`config.mk`:
```
export PLATFORM = sky130hd
export DESIGN_NAME = iob_fifo_sync_mc
export DESIGN_NICKNAME = d
export VERILOG_FILES = /design/src/rtl/iob_fifo_sync_mc_pkg.sv /design/src/rtl/iob_fifo_sync_mc_ch.sv /design/src/rtl/iob_fifo_sync_mc.sv
export SDC_FILE = /design/constraint.sdc
export NUM_CORES = 1
export LEC_CHECK = 0
export BUFFER_PORTS_ARGS = -buffer_cell sky130_fd_sc_hd__buf_2
export CORE_UTILIZATION = 50
export CTS_BUF_LIST = sky130_fd_sc_hd__clkbuf_8 sky130_fd_sc_hd__clkbuf_16
export DETAILED_ROUTE_END_ITERATION = 7
export HOLD_SLACK_MARGIN = 0.05
export MAX_ROUTING_LAYER = met4
export PLACE_DENSITY = 0.77
export SYNTH_ARGS = -nofsm -noshare
export SYNTH_HDL_FRONTEND = slang
export SYNTH_HIERARCHICAL = 1
export SYNTH_SLANG_ARGS = --single-unit
export TNS_END_PERCENT = 100
```
`constraint.sdc`:
```
create_clock -name clk_i -period 10.5 [get_ports clk_i]
set_input_delay 1.575 -clock clk_i [delete_from_list [all_inputs] [get_ports clk_i]]
set_output_delay 1.575 -clock clk_i [all_outputs]
set_load 0.03 [all_outputs]
```
`src/rtl/iob_fifo_sync_mc_pkg.sv`:
```
// Shared types and helpers for the multi-channel synchronous FIFO.
package iob_fifo_sync_mc_pkg;

    typedef struct packed {
        logic full;
        logic empty;
        logic afull;
        logic aempty;
    } ch_flags_t;

    localparam ch_flags_t FLAGS_RST = '{full: 1'b0, empty: 1'b1, afull: 1'b0, aempty: 1'b1};

    // A single channel still needs a one-bit channel field in the RAM address.
    function automatic int ch_w_f(input int n);
        return (n > 1) ? $clog2(n) : 1;
    endfunction

endpackage

```
`src/rtl/iob_fifo_sync_mc_ch.sv`:
```
// One channel slice: pointers, level, registered flags, optional sticky error
// (IOB_FIFO_SYNC_MC_ERR_EN).
module iob_fifo_sync_mc_ch
    import iob_fifo_sync_mc_pkg::*;
#(
    parameter int ADDR_W     = 6,
    parameter int AFULL_LVL  = 2**ADDR_W - 2,
    parameter int AEMPTY_LVL = 2
) (
    input  logic              clk_i,
    input  logic              arst_n_i,
    input  logic              cke_i,
    input  logic              rst_i,
    input  logic              w_hit,
    input  logic              r_hit,
`ifdef IOB_FIFO_SYNC_MC_ERR_EN
    input  logic              w_err,
    input  logic              r_err,
    output logic              err,
`endif
    output logic [ADDR_W-1:0] wptr,
    output logic [ADDR_W-1:0] rptr,
    output logic [ADDR_W:0]   level,
    output ch_flags_t         flags
);

    localparam int LEVEL_W   = ADDR_W + 1;
    localparam int FIFO_SIZE = 2**ADDR_W;

    logic [LEVEL_W-1:0] level_nxt;
    ch_flags_t          flags_nxt;

    always_comb begin
        level_nxt = level;
        case ({w_hit, r_hit})
            2'b10:   level_nxt = level + LEVEL_W'(1);
            2'b01:   level_nxt = level - LEVEL_W'(1);
            default: level_nxt = level;
        endcase
        flags_nxt.full   = (level_nxt == LEVEL_W'(FIFO_SIZE));
        flags_nxt.empty  = (level_nxt == '0);
        flags_nxt.afull  = (level_nxt >= LEVEL_W'(AFULL_LVL));
        flags_nxt.aempty = (level_nxt <= LEVEL_W'(AEMPTY_LVL));
    end

    always_ff @(posedge clk_i or negedge arst_n_i) begin
        if (!arst_n_i) begin
            wptr  <= '0;
            rptr  <= '0;
            level <= '0;
            flags <= FLAGS_RST;
        end else if (cke_i) begin
            if (rst_i) begin
                wptr  <= '0;
                rptr  <= '0;
                level <= '0;
                flags <= FLAGS_RST;
            end else begin
                if (w_hit) wptr <= wptr + ADDR_W'(1);
                if (r_hit) rptr <= rptr + ADDR_W'(1);
                level <= level_nxt;
                flags <= flags_nxt;
            end
        end
    end

`ifdef IOB_FIFO_SYNC_MC_ERR_EN
    always_ff @(posedge clk_i or negedge arst_n_i) begin
        if (!arst_n_i)
            err <= 1'b0;
        else if (cke_i) begin
            if (rst_i) err <= 1'b0;
            else       err <= err | w_err | r_err;
        end
    end
`endif

endmodule

```
`src/rtl/iob_fifo_sync_mc.sv`:
```
// Multi-channel synchronous FIFO over one external dual-port RAM.
// Optional sticky per-channel error output with IOB_FIFO_SYNC_MC_ERR_EN.
module iob_fifo_sync_mc
    import iob_fifo_sync_mc_pkg::*;
#(
    parameter  int N_CH       = 4,
    parameter  int DATA_W     = 32,
    parameter  int ADDR_W     = 6,
    parameter  int AFULL_LVL  = 2**ADDR_W - 2,
    parameter  int AEMPTY_LVL = 2,
    localparam int CH_W       = ch_w_f(N_CH),
    localparam int LEVEL_W    = ADDR_W + 1
) (
    input  logic                      clk_i,
    input  logic                      cke_i,
    input  logic                      arst_n_i,
    input  logic                      rst_i,
    input  logic                      w_en_i,
    input  logic [CH_W-1:0]           w_ch_i,
    input  logic [DATA_W-1:0]         w_data_i,
    input  logic                      r_en_i,
    input  logic [CH_W-1:0]           r_ch_i,
    output logic [DATA_W-1:0]         r_data_o,
    output logic                      r_valid_o,
    output logic [N_CH-1:0]           w_full_o,
    output logic [N_CH-1:0]           r_empty_o,
    output logic [N_CH-1:0]           almost_full_o,
    output logic [N_CH-1:0]           almost_empty_o,
    output logic [N_CH*LEVEL_W-1:0]   level_o,
    output logic                      ext_mem_clk_o,
    output logic                      ext_mem_w_en_o,
    output logic [CH_W+ADDR_W-1:0]    ext_mem_w_addr_o,
    output logic [DATA_W-1:0]         ext_mem_w_data_o,
    output logic                      ext_mem_r_en_o,
    output logic [CH_W+ADDR_W-1:0]    ext_mem_r_addr_o,
    input  logic [DATA_W-1:0]         ext_mem_r_data_i
`ifdef IOB_FIFO_SYNC_MC_ERR_EN
    ,output logic [N_CH-1:0]          err_o
`endif
);

    logic [N_CH-1:0][ADDR_W-1:0] wptr;
    logic [N_CH-1:0][ADDR_W-1:0] rptr;
    logic [N_CH-1:0]             w_hit;
    logic [N_CH-1:0]             r_hit;

    logic              w_in_rng, r_in_rng;
    logic              w_full_sel, r_empty_sel;
    logic              wa, ra;
    logic [ADDR_W-1:0] wptr_sel, rptr_sel;

    // Out-of-range channels look full/empty so they can never be accepted.
    always_comb begin
        w_in_rng    = ({1'b0, w_ch_i} < (CH_W+1)'(N_CH));
        r_in_rng    = ({1'b0, r_ch_i} < (CH_W+1)'(N_CH));
        w_full_sel  = w_in_rng ? w_full_o[w_ch_i]  : 1'b1;
        r_empty_sel = r_in_rng ? r_empty_o[r_ch_i] : 1'b1;
        wptr_sel    = w_in_rng ? wptr[w_ch_i] : '0;
        rptr_sel    = r_in_rng ? rptr[r_ch_i] : '0;
        wa          = cke_i & ~rst_i & w_en_i & ~w_full_sel;
        ra          = cke_i & ~rst_i & r_en_i & ~r_empty_sel;
    end

    assign ext_mem_clk_o    = clk_i;
    assign ext_mem_w_en_o   = wa;
    assign ext_mem_w_addr_o = {w_ch_i, wptr_sel};
    assign ext_mem_w_data_o = w_data_i;
    assign ext_mem_r_en_o   = ra;
    assign ext_mem_r_addr_o = {r_ch_i, rptr_sel};
    assign r_data_o         = ext_mem_r_data_i;

    always_ff @(posedge clk_i or negedge arst_n_i) begin
        if (!arst_n_i)
            r_valid_o <= 1'b0;
        else if (cke_i)
            r_valid_o <= ra;
    end

    for (genvar k = 0; k < N_CH; k++) begin : g_ch
        ch_flags_t          flags;
        logic [LEVEL_W-1:0] level;

        assign w_hit[k] = wa & (w_ch_i == CH_W'(k));
        assign r_hit[k] = ra & (r_ch_i == CH_W'(k));

        iob_fifo_sync_mc_ch #(
            .ADDR_W     (ADDR_W),
            .AFULL_LVL  (AFULL_LVL),
            .AEMPTY_LVL (AEMPTY_LVL)
        ) u_ch (
            .clk_i    (clk_i),
            .arst_n_i (arst_n_i),
            .cke_i    (cke_i),
            .rst_i    (rst_i),
            .w_hit    (w_hit[k]),
            .r_hit    (r_hit[k]),
`ifdef IOB_FIFO_SYNC_MC_ERR_EN
            .w_err    (w_en_i & (w_ch_i == CH_W'(k)) & w_full_o[k]),
            .r_err    (r_en_i & (r_ch_i == CH_W'(k)) & r_empty_o[k]),
            .err      (err_o[k]),
`endif
            .wptr     (wptr[k]),
            .rptr     (rptr[k]),
            .level    (level),
            .flags    (flags)
        );

        assign w_full_o[k]       = flags.full;
        assign r_empty_o[k]      = flags.empty;
        assign almost_full_o[k]  = flags.afull;
        assign almost_empty_o[k] = flags.aempty;
        assign level_o[k*LEVEL_W +: LEVEL_W] = level;
    end

endmodule

```
== Word-level counts from Yosys, hierarchy flattened ==
Cells that the tools add are included.

* Word-level logic and storage cells: 147
* Register bits after elaboration: 93

* Mux-type cells: 36
* Reductions and logical operators: 22
* Equality and inequality tests: 18
* Order comparisons: 10
* Add/sub/neg operators: 16
* Bitwise operators: 16

{| class="wikitable"
|+ Operator list
! kind !! count
|-
| $mux W6 || 18
|-
| $pmux W7 S2 || 4
|-
| $add A6 B1 Y6 const B || 8
|-
| $add A7 B1 Y7 const B || 4
|-
| $eq A7 B7 Y1 const B || 4
|-
| $ge A7 B6 Y1 const B || 4
|-
| $le A7 B2 Y1 const B || 4
|-
| $logic_not A7 Y1 || 4
|-
| $mux W7 || 4
|-
| $sub A7 B1 Y7 const B || 4
|-
| $bmux W6 S2 || 2
|-
| $eq A2 B2 Y1 const B || 8
|-
| $mux W4 || 4
|-
| $reduce_and A2 Y1 || 8
|-
| $reduce_bool A2 Y1 || 8
|-
| $and A1 B1 Y1 || 13
|-
| $eq A2 B1 Y1 const B || 6
|-
| $lt A2 B3 Y1 const B || 2
|-
| $bmux W1 S2 || 2
|-
| $logic_not A2 Y1 || 2
|-
| $not A1 Y1 || 3
|-
| $mux W1 || 2
|}

== Longest topological paths before layout ==
* Depth in word-level cells: 9
* Gate-level depth with buffers: 15
* Gate-level depth less buffers: 13

== Modules after synthesis ==
The synthesis kept the hierarchy.

{| class="wikitable"
|+ Modules (own cells, without submodules)
! module !! area each (sq um) !! cells an instance !! instances
|-
| iob_fifo_sync_mc_ch (g_ch[0].u_ch ...) || 1,550.2 || 180 || 3
|-
| iob_fifo_sync_mc_ch (g_ch[1].u_ch) || 1,493.9 || 166 || 1
|-
| iob_fifo_sync_mc || 1,052.3 || 111 || 1
|}

==> impl_metrics.py <==
metrics = {
    "outcome": {
        "status": "finished clean",
    },
    "place": {
        "dpl.hpwl_um": 10900,
        "place_congestion": 0.906,
        "dp_slack_ps": 3520,
        "place.port_buffers": 73,
        "placed_area_um2": 6980,
    },
    "floorplan": {
        "core.rowCount": 43,
        "ios": 202,
        "die_h_um": 122,
        "die_w_um": 122,
        "coreArea_um2": 13900,
        "die_area_um2": 14900,
        "initial_core_util_pct": 51.6,
    },
    "timing": {
        "skew_ps": 4.68,
        "rsz0062_at_grt": "no",
        "relSlewSlack_pct": 31.2,
        "fin_ws_ps": 3270,
        "worstMarginPinSlew_ps": 1020,
        "final_hold_viol_count": 0,
        "finalSetupViolations": 0,
        "setup_tns_ps": 0,
        "holdWs_ps": 487,
        "drv_slew": 0,
    },
    "setup_path": {
        "start_kind": "clock port",
        "r2r_end": "g_ch[1].u_ch/flags[0]",
        "critPathArrivalTime_ps": 5660,
        "r2r_slack_ps": 6740,
        "worst_r2r_path_depth": 13,
        "cp_max_fo": 2,
        "r2r_start": "g_ch[3].u_ch/flags[3]",
        "cp-end-kind": "output pin",
        "worstPathRequired_ps": 8930,
        "worstSetupPathType": "clock port to output pin",
    },
    "detailed_routing": {
        "route.vias.total": 5892,
        "post_drt_wl_per_cell_um": 16.3,
        "vias_per_cell": 6.06,
        "routed_wl_um": 15800,
        "ant_nets": 0,
        "dr.pass1.iters": 5,
        "drtIter0Drc": 412,
        "drc": 0,
    },
    "yosys": {
        "async_flop_share_pct": 100,
        "yosys_most_used_dff": "dfrtp_1",
        "synth_warnings": 6,
        "synth_cell_types": 64,
        "yosysTopAreaCell": "dfrtp_1",
        "synth.cell_area_um2": 7200,
        "yosys.area.top_type_share_pct": 29.6,
        "synth_seq_cells": 93,
        "postSynthAreaPerCell_um2": 8.81,
        "netlist_instances": 817,
        "synth-seq-area-share_pct": 32.5,
        "synth_nets": 911,
        "synth_area_leaders": "dfrtp_1 30%, buf_4 7.7%, a21oi_1 4.9%, o22ai_1 4.0%, ha_1 3.5%",
        "synth-edff-count": 0,
    },
    "final_layout": {
        "design_area_um2": 7340,
        "drive_gt1_share_pct": 16.3,
        "nets": 881,
        "num_antenna_cells": 0,
        "layout_common_cells": "85 x dfrtp_1, 71 x a21oi_1, 71 x buf_2",
        "final_common_cell": "dfrtp_1",
        "area_delta_synth_final_pct": 2.05,
        "fill_cells": 1285,
        "regArea_um2": 2340,
        "multi_input_area_um2": 3780,
    },
    "pwr": {
        "power_density_nw_per_um2": 149,
        "power_leakage_nw": 3.14,
        "ir_drop_v": 0.0000952,
    },
    "cts": {
        "hold_buffers": 0,
        "clock_latency_ps": 460,
        "tritoncts": "done",
        "cts_setup_buffers": 0,
        "clk_pin_slew_ps": 60,
        "post_cts_resized": 0,
    },
    "hold_path": {
        "min_to": "g_ch[1].u_ch/flags[1]",
        "whs_path_depth": 1,
        "min-delay-start": "g_ch[1].u_ch/flags[1]",
        "worst_hold_path_type": "flip-flop to flip-flop",
    },
    "global_routing": {
        "grt_usage_pct": 22.5,
        "antenna_found_initial": 0,
        "grt_overflow_total": 0,
        "grt_max_degree": 74,
        "grt_pass1_wl_um": 25600,
        "grt_pass1_vias": 5169,
    },
    "flow_run": {
        "cap_violations": 0,
    },
}
## layout make-up
class / instances / share of cell area, %
multi-input cells: 541 / 51.4
flip-flops and latches: 93 / 31.8
repair buffers: 77 / 5.49
clock buffers: 14 / 4.34
inverters: 61 / 3.12
well taps: 180 / 3.07
clock inverters: 6 / 0.733
## cells in the mapped netlist, types with 5 or more instances
master	number
inv_1	61
mux4_1	6
nand3_1	21
dfrtp_1	85
nor3_1	13
buf_4	74
a31oi_1	5
nor3b_1	20
nand2b_1	14
a211oi_1	11
clkbuf_1	25
ha_1	20
o21ai_0	16
a21o_1	10
nand4_1	23
mux4_2	6
dfstp_2	8
xnor2_1	25
a22oi_1	6
buf_6	13
nand2_1	32
nor4b_1	7
o2bb2ai_1	10
a21oi_1	71
buf_2	7
o22ai_1	46
nor2b_1	8
nor2_1	54
nor4_1	8
o21ai_1	6
mux2i_1	8
and2b_1	7
xor2_1	12
or4_1	5
and3_1	12
## worst max-delay path, stage by stage
cell       delay, ps
clkbuf_16        120
clkbuf_16        120
buf_2            160
## per-stage QoR
step / power, W / util (%) / std cells
finish: 0.00109 / 52.7 / 972
global route: 0.00114 / 52.7 / 972
global placement: 0.000711 / 50.1 / 953
floorplan: 0.000698 / - / 817
detailed placement: 0.000716 / 50.1 / 953
CTS: 0.00110 / 52.7 / 972
## worst max-delay path by stage
stage,startpoint,endpoint,slack (ps),depth (start not counted)
CTS,clk_i,ext_mem_clk_o,3260,3
global placement,clk_i,ext_mem_clk_o,3520,1
detailed placement,clk_i,ext_mem_clk_o,3520,1
finish,clk_i,ext_mem_clk_o,3270,3
floorplan,clk_i,ext_mem_clk_o,3530,1
global route,clk_i,ext_mem_clk_o,3260,3
## where the power goes
part | internal (W) | switching [W]
clock network | 0.000240 | 0.000153
registers | 0.000397 | 0.0000636
logic | 0.0000909 | 0.000147
## sequential cells by signal, indices dropped and copies added (netlist names)
name             cells
g_ch.u_ch/wptr      24
r_valid_o            1
g_ch.u_ch/rptr      24
g_ch.u_ch/flags     16
g_ch.u_ch/level     28
## per-layer routing
| metal | part of all wire, % | routed length (um) | track usage [%] |
|---|---|---|---|
| met1 | 47 | 7400 | 30.5 |
| met5 | 0 | 0 | - |
| met3 | 5.9 | 943 | 4.21 |
| met2 | 45 | 7170 | 33.2 |
| met4 | 2.1 | 333 | 9.03 |
## logic make-up after synthesis
logic type	synth area share, %
simple gates	19.2
compound gates	19.5
buf+inv	15.0
flops	32.5
xor+xnor	4.50
mux	5.81
fa+ha+maj	3.48
(Power assumes the default switching activity.)
